==> src/rtl/renamed_regfile.sv <==
// Renamed register file: architectural data plus per-register busy/tag
// rename state, commit bypass on reads, flush of all rename state.
//
// Ports:
//   clk_in, rst_n_in  clock, async active-low reset
//   rdy_in            global ready; low freezes all state
//   rename_*          mark a destination busy with a new ROB tag
//   commit_*          ROB commit writes data, clears busy on tag match
//   flush_in          clear every busy bit, drop same-cycle rename
//   rd_addr_in        packed read addresses, RD_PORTS ports
//   rd_data_out, rd_busy_out, rd_tag_out  combinational read results
//   busy_cnt_out      registered count of busy registers
module renamed_regfile #(
  parameter int XLEN     = 32,
  parameter int NREG     = 32,
  parameter int ADDR_W   = 5,
  parameter int TAG_W    = 4,
  parameter int RD_PORTS = 2
) (
  input  logic                       clk_in,
  input  logic                       rst_n_in,
  input  logic                       rdy_in,
  input  logic                       rename_en_in,
  input  logic [ADDR_W-1:0]          rename_addr_in,
  input  logic [TAG_W-1:0]           rename_tag_in,
  input  logic                       commit_en_in,
  input  logic [ADDR_W-1:0]          commit_addr_in,
  input  logic [XLEN-1:0]            commit_data_in,
  input  logic [TAG_W-1:0]           commit_tag_in,
  input  logic                       flush_in,
  input  logic [RD_PORTS*ADDR_W-1:0] rd_addr_in,
  output logic [RD_PORTS*XLEN-1:0]   rd_data_out,
  output logic [RD_PORTS-1:0]        rd_busy_out,
  output logic [RD_PORTS*TAG_W-1:0]  rd_tag_out,
  output logic [ADDR_W:0]            busy_cnt_out
);

  logic [XLEN-1:0]  data_q [NREG];
  logic [XLEN-1:0]  data_d [NREG];
  logic [TAG_W-1:0] tag_q  [NREG];
  logic [TAG_W-1:0] tag_d  [NREG];
  logic [NREG-1:0]  busy_q;
  logic [NREG-1:0]  busy_d;
  logic [ADDR_W:0]  cnt_d;

  // x0 and addresses beyond the file are never written or renamed.
  function automatic logic writable(
    input logic [ADDR_W-1:0] a
  );
    return (a != '0) && (32'(a) < 32'(NREG));
  endfunction

  logic commit_ok;
  logic rename_ok;
  logic commit_hit;

  assign commit_ok = commit_en_in
                   && writable(commit_addr_in);
  assign rename_ok = rename_en_in
                   && writable(rename_addr_in);
  assign commit_hit = commit_ok
                    && busy_q[commit_addr_in]
                    && (tag_q[commit_addr_in]
                        == commit_tag_in);

  always_comb begin
    data_d = data_q;
    tag_d  = tag_q;
    busy_d = busy_q;
    if (rdy_in) begin
      if (commit_ok) begin
        data_d[commit_addr_in] = commit_data_in;
      end
      if (commit_hit) begin
        busy_d[commit_addr_in] = 1'b0;
      end
      // Flush drops the rename; otherwise rename
      // overrides a same-register commit clear.
      if (flush_in) begin
        busy_d = '0;
      end else if (rename_ok) begin
        busy_d[rename_addr_in] = 1'b1;
        tag_d[rename_addr_in]  = rename_tag_in;
      end
    end
  end

  always_comb begin
    cnt_d = '0;
    for (int i = 0; i < NREG; i++) begin
      cnt_d = cnt_d
            + {{ADDR_W{1'b0}}, busy_d[i]};
    end
  end

  always_ff @(posedge clk_in or negedge rst_n_in) begin
    if (!rst_n_in) begin
      data_q       <= '{default: '0};
      tag_q        <= '{default: '0};
      busy_q       <= '0;
      busy_cnt_out <= '0;
    end else begin
      data_q       <= data_d;
      tag_q        <= tag_d;
      busy_q       <= busy_d;
      busy_cnt_out <= cnt_d;
    end
  end

  for (genvar p = 0; p < RD_PORTS; p++) begin : g_rd
    logic [ADDR_W-1:0] a;
    logic [XLEN-1:0]   d;
    logic [TAG_W-1:0]  t;
    logic              b;
    logic              byp;

    assign a = rd_addr_in[p*ADDR_W +: ADDR_W];

    // Forward a retiring value that will clear busy
    // at this edge, so consumers need not wait.
    assign byp = commit_hit && rdy_in
               && (commit_addr_in == a);

    always_comb begin
      d = '0;
      b = 1'b0;
      t = '0;
      if (writable(a)) begin
        t = tag_q[a];
        if (byp) begin
          d = commit_data_in;
        end else begin
          d = data_q[a];
          b = busy_q[a];
        end
      end
    end

    assign rd_data_out[p*XLEN +: XLEN]   = d;
    assign rd_busy_out[p]                = b;
    assign rd_tag_out[p*TAG_W +: TAG_W]  = t;
  end

endmodule
==> config.mk <==
export PLATFORM = sky130hd
export DESIGN_NAME = renamed_regfile
export DESIGN_NICKNAME = d
export VERILOG_FILES = /design/src/rtl/renamed_regfile.sv
export SDC_FILE = /design/constraint.sdc
export NUM_CORES = 2
export LEC_CHECK = 0
export CELL_PAD_IN_SITES_DETAIL_PLACEMENT = 0
export CELL_PAD_IN_SITES_GLOBAL_PLACEMENT = 1
export CORE_MARGIN = 4
export CORE_UTILIZATION = 55
export CTS_CLUSTER_DIAMETER = 50
export CTS_CLUSTER_SIZE = 10
export DETAILED_ROUTE_END_ITERATION = 7
export GPL_TIMING_DRIVEN = 0
export HOLD_SLACK_MARGIN = 0.05
export PLACE_DENSITY = 0.87
export SYNTH_ARGS = -nofsm -noshare
export SYNTH_HDL_FRONTEND = slang
export SYNTH_SLANG_ARGS = --single-unit
==> constraint.sdc <==
create_clock -name clk_in -period 16.5 [get_ports clk_in]
set_input_delay 4.95 -clock clk_in [delete_from_list [all_inputs] [get_ports clk_in]]
set_output_delay 4.95 -clock clk_in [all_outputs]
set_load 0.02 [all_outputs]
==> impl_summary.md <==
Global routing
The largest net degree at the start of global routing is 180. The first global-routing pass estimated ~350 mm of wire. The total overflow left after global routing is 0.

The via count of the first global-routing pass came to about 47,000. The overall track demand over capacity in global routing is around two fifths. The number of antenna violations at the first check in global routing is 5.

Placement
The number of buffers inserted by port buffering is roughly 130. Once detailed placement completed, the half-perimeter wirelength came to roughly 170 mm. After detailed placement, the design holds a cell count of 5,988. After detailed placement, the total cell area comes to approximately 70,000 sq um. Routability-driven placement finished with a final weighted congestion of 1.01.

Power and ir drop
The static leakage is approximately 33 nW. Net switching is 27.9% of the power. The relative contribution of sequential cells to total power is 43.1%. The net switching power figure is 0.00229 W. The internal power component is 0.00591 W.

For this design the ratio of total power to cell area is approximately 110 nW/um^2. In this run, the clock network consumes 38.2% of the power. Combinational cells account for roughly a fifth of the total power.

The largest vdd supply drop is 0.000122 V.

Synth
Ranked by instance count, the synthesized netlist is headed by 1,190 x dfrtp_1, 1,111 x mux2_2, 745 x mux4_2. After synthesis the cells add up to 66,100 sq um. The net count after synthesis is 4,338. The dominant synthesized flop cell is dfrtp_1. The library cell occupying the most area in the post-synthesis netlist is dfrtp_1. The share of the synthesized area in the top cell type is between 40% and 50%. A synthesized cell averages 15.6 sq um. The number of synthesized flops with an enable pin is 0.

After technology mapping, the gate count stands at roughly 4,200. The synthesized design contains 1,190 register bits. By area the synthesized netlist is led by dfrtp_1 45%, mux4_2 25%, mux2_2 19%, mux2i_1 2.1%, clkbuf_1 1.9%. The dominant cell by count in the synthesized netlist is dfrtp_1. After synthesis, the share of flip-flops with an asynchronous set or reset is 100%.

The proportion of synthesized chip area in sequential cells is 45.1%. The number of different library cells used by synthesis comes to between 50 and 60. The Yosys warning count is 0.

Layout
The post-route cell area is 74,400 sq um. From synthesis to final layout, the design area changed by 12.5%. The finished layout holds 6,208 standard cells, fillers aside.

Cells with a size suffix above 1 make up 47.8% of the layout. After the last flow step, the layout net total stands at 4,639.

STA
The worst pin sits at a relative slew slack of -11.9%. The final critical delay including setup and external delays is 16,690 ps. The final critical path takes up 101% of the cycle. The worst-margin pin slew is 1680 ps. Setup repair after global routing left no endpoint under its margin. The final number of max-transition violations is 188. The final setup violation count is 1. Hold is met by 482 ps. The final clock skew is 18.3 ps. Once routing completed, OpenROAD measured the worst setup slack at -194 ps. Static timing analysis puts the maximum clock frequency at ~0.060 GHz. The accumulated negative setup slack is -194 ps.

The hold violation total from the final report is 0.

Clocking
The number of hold buffers added after CTS is 0. TritonCTS built the clock tree. The number of H-tree levels is 4.

The post-CTS setup buffer count is 0. The number of buffers on the longest clock path is 3. The number of buffers added by the clock tree synthesis step is 151.

The root buffer cell is clkbuf_16. The clock insertion delay at the later pin of the skew report is 800 ps. The clock-pin slew on the worst setup and hold paths is 60 ps. The clock net sink count is around 1,200.

Critical path
The launch instance of the worst register-to-register path is tag_q[35]. The sort of element at the end of the critical path is an output port. Traced cell by cell, the critical path runs through clkbuf_1 -> clkbuf_1 -> clkbuf_1 -> nor3_1 -> nand2_1 -> clkbuf_1 -> clkbuf_1 -> o41ai_1 -> a21oi_1 -> clkdlybuf4s50_1.

The number of buffers and inverters on the critical path is 6. The endpoint identified for the worst register-to-register timing path is busy_cnt_out[4]. For the worst setup path, the data arrival time is 11,740 ps. Grouping stages by cell kind, the critical path spends the most delay in buffers and inverters.

The critical path's slowest cell is clkbuf_1. The worst setup path is of the primary input to output port kind. In this run the worst path has a maximum fanout of 10.

The required time reported for the critical path endpoint is 11,550 ps. The worst register-to-register path has a depth of 25. For flop-to-flop paths, the worst setup slack is 7910 ps. The delay contributed by the slowest stage of the critical path is around 1200 ps. The cell occurring most often along the worst timing path is clkbuf_1. The type of origin of the critical path is a primary input.

Route
In the routed design, unresolved DRC markers number 0. The final layout contains routed wiring with a total length of 254 mm. The detailed-route wire length per cell is 40.9 um. The post-detailed-route count of antenna-violating nets is 0.

For this block, the via count after detailed routing is 46,900. Dividing the detail-routed via count by the number of cells gives ~7.6. The total iterations of the first detailed-routing run is 7.

For this block, the initial DRC count from the detailed router was 6,845.

Min path
Along the worst hold path, the cell count comes to 1. The worst hold path begins at data_q[1014]. For hold timing, the worst endpoint is data_q[1014]. The tightest min-delay check is of the flop to flop type.

Job
The reported max-cap violation count is 19.

Die
The floorplan step set the die width to between 300 and 400 um. The vertical extent of the die is 355 um. The core region area is 119,000 sq um. The overall die area is around 130,000 sq um. The boundary pin count is 146. For this configuration, the core starts out at a cell density of a little under three fifths. The floorplan row count is 126.

Run status
The flow ran to the end, but the final reports show violations. The final reports fail on capacitance limit, slew limit, setup timing.
worst max path at each step:
stage	start	end	slack [ps]	depth (start not counted)
floorplan	commit_addr_in[2]	rd_data_out[10]	3700	12
global placement	rst_n_in	data_q[528]	-44190	1
detailed placement	rd_addr_in[1]	rd_data_out[29]	-550	11
CTS	rd_addr_in[2]	rd_data_out[29]	370	10
global route	rd_addr_in[2]	rd_data_out[29]	50	10
finish	rd_addr_in[2]	rd_data_out[29]	-190	10
worst register-to-register path, cell delays in order (launching register included):
cell and delay, ps:
dfrtp_1 390, mux4_2 480, a221oi_1 570, o21ai_1 160
xor2_1 190, or4_1 650, buf_2 270, buf_2 220
buf_1 530, nor4_1 470, o21ai_1 160, fa_1 580
inv_1 60, fa_1 460, fa_1 490, inv_1 50
fa_1 500, inv_1 50, fa_1 450, fa_1 490
inv_1 50, ha_1 210, fa_1 460, a21o_1 190
a21oi_1 180, xnor2_1 160
metal layers:
layer	global-route usage, %	share of wire (%)	vias to the layer above
met3	19.4	15	1094
met2	56.2	42	3941
met4	27.2	8.5	12
met5	1.31	0.11	-
met1	50.1	34	24700
li1	-	-	17100
cell type report:
cell class                 instances  area, sq um
fill                            8729        44300
clock inverter                    34          389
timing repair buffer             149         1700
sequential                      1190        29800
buffer                           497         2070
inverter                          25         93.8
antenna                            4         10.0
tap                             1600         2000
multi-input combinational       2528        34200
clock buffer                     181         4110
power by group through the flow:
stage          Combinational (W)  Clock, W  Sequential [W]
4_1_cts                  0.00150   0.00312         0.00352
5_1_grt                  0.00159   0.00324         0.00357
2_1_floorplan            0.00100         0         0.00348
3_5_place_dp             0.00149         0         0.00356
6_report                 0.00153   0.00313         0.00354
3_3_place_gp             0.00145         0         0.00356
logic make-up after synthesis:
logic type	share of synthesized area [%]
adder cells (fa/ha/maj)	0.860
flip-flops	45.1
multiplexers	46.6
AND/OR/NAND/NOR	2.05
XOR/XNOR	0.199
AO/OA/AOI/OAI	2.11
buffers and inverters	3.15
cells in the final DEF (no fill, tap or decap), types with 9 or more instances in the layout:
cell type and count:
buf_16 10, a21oi_1 58, o21a_1 13, o21ai_0 14, xor2_1 9, nor2_1 68
mux4_2 745, or4_1 9, buf_1 64, clkdlybuf4s50_1 132, inv_1 25, buf_2 69
clkbuf_16 154, nor3_1 12, mux2i_1 140, o211ai_1 26, nor4_1 24, dfrtp_1 1190
o41ai_1 39, o21ai_1 10, clkbuf_2 34, inv_6 9, fa_1 24, mux2_2 1111
clkbuf_1 328, o22ai_1 26, nand2b_1 31, clkbuf_8 15, nand2_1 76
registers in the layout, indices dropped and copies added (netlist names):
register / cells
data_q: 1024
tag_q: 128
busy_q: 32
busy_cnt_out: 6
repair_timing:
item                                    CTS  global route
endpoints found under the setup margin   21             0
hold endpoints to repair                  0             0
resized for setup                         2             0
per-stage QoR:
stage          setup slack (ps)  total power, W  util [%]
6_report                   -194         0.00820      62.7
5_1_grt                    49.2         0.00840      62.6
4_1_cts                     367         0.00814      62.6
3_5_place_dp               -547         0.00506      58.8
3_3_place_gp             -44190         0.00501      58.5
2_1_floorplan              3700         0.00448         -
Note: power is estimated with default switching activity, not from simulation.
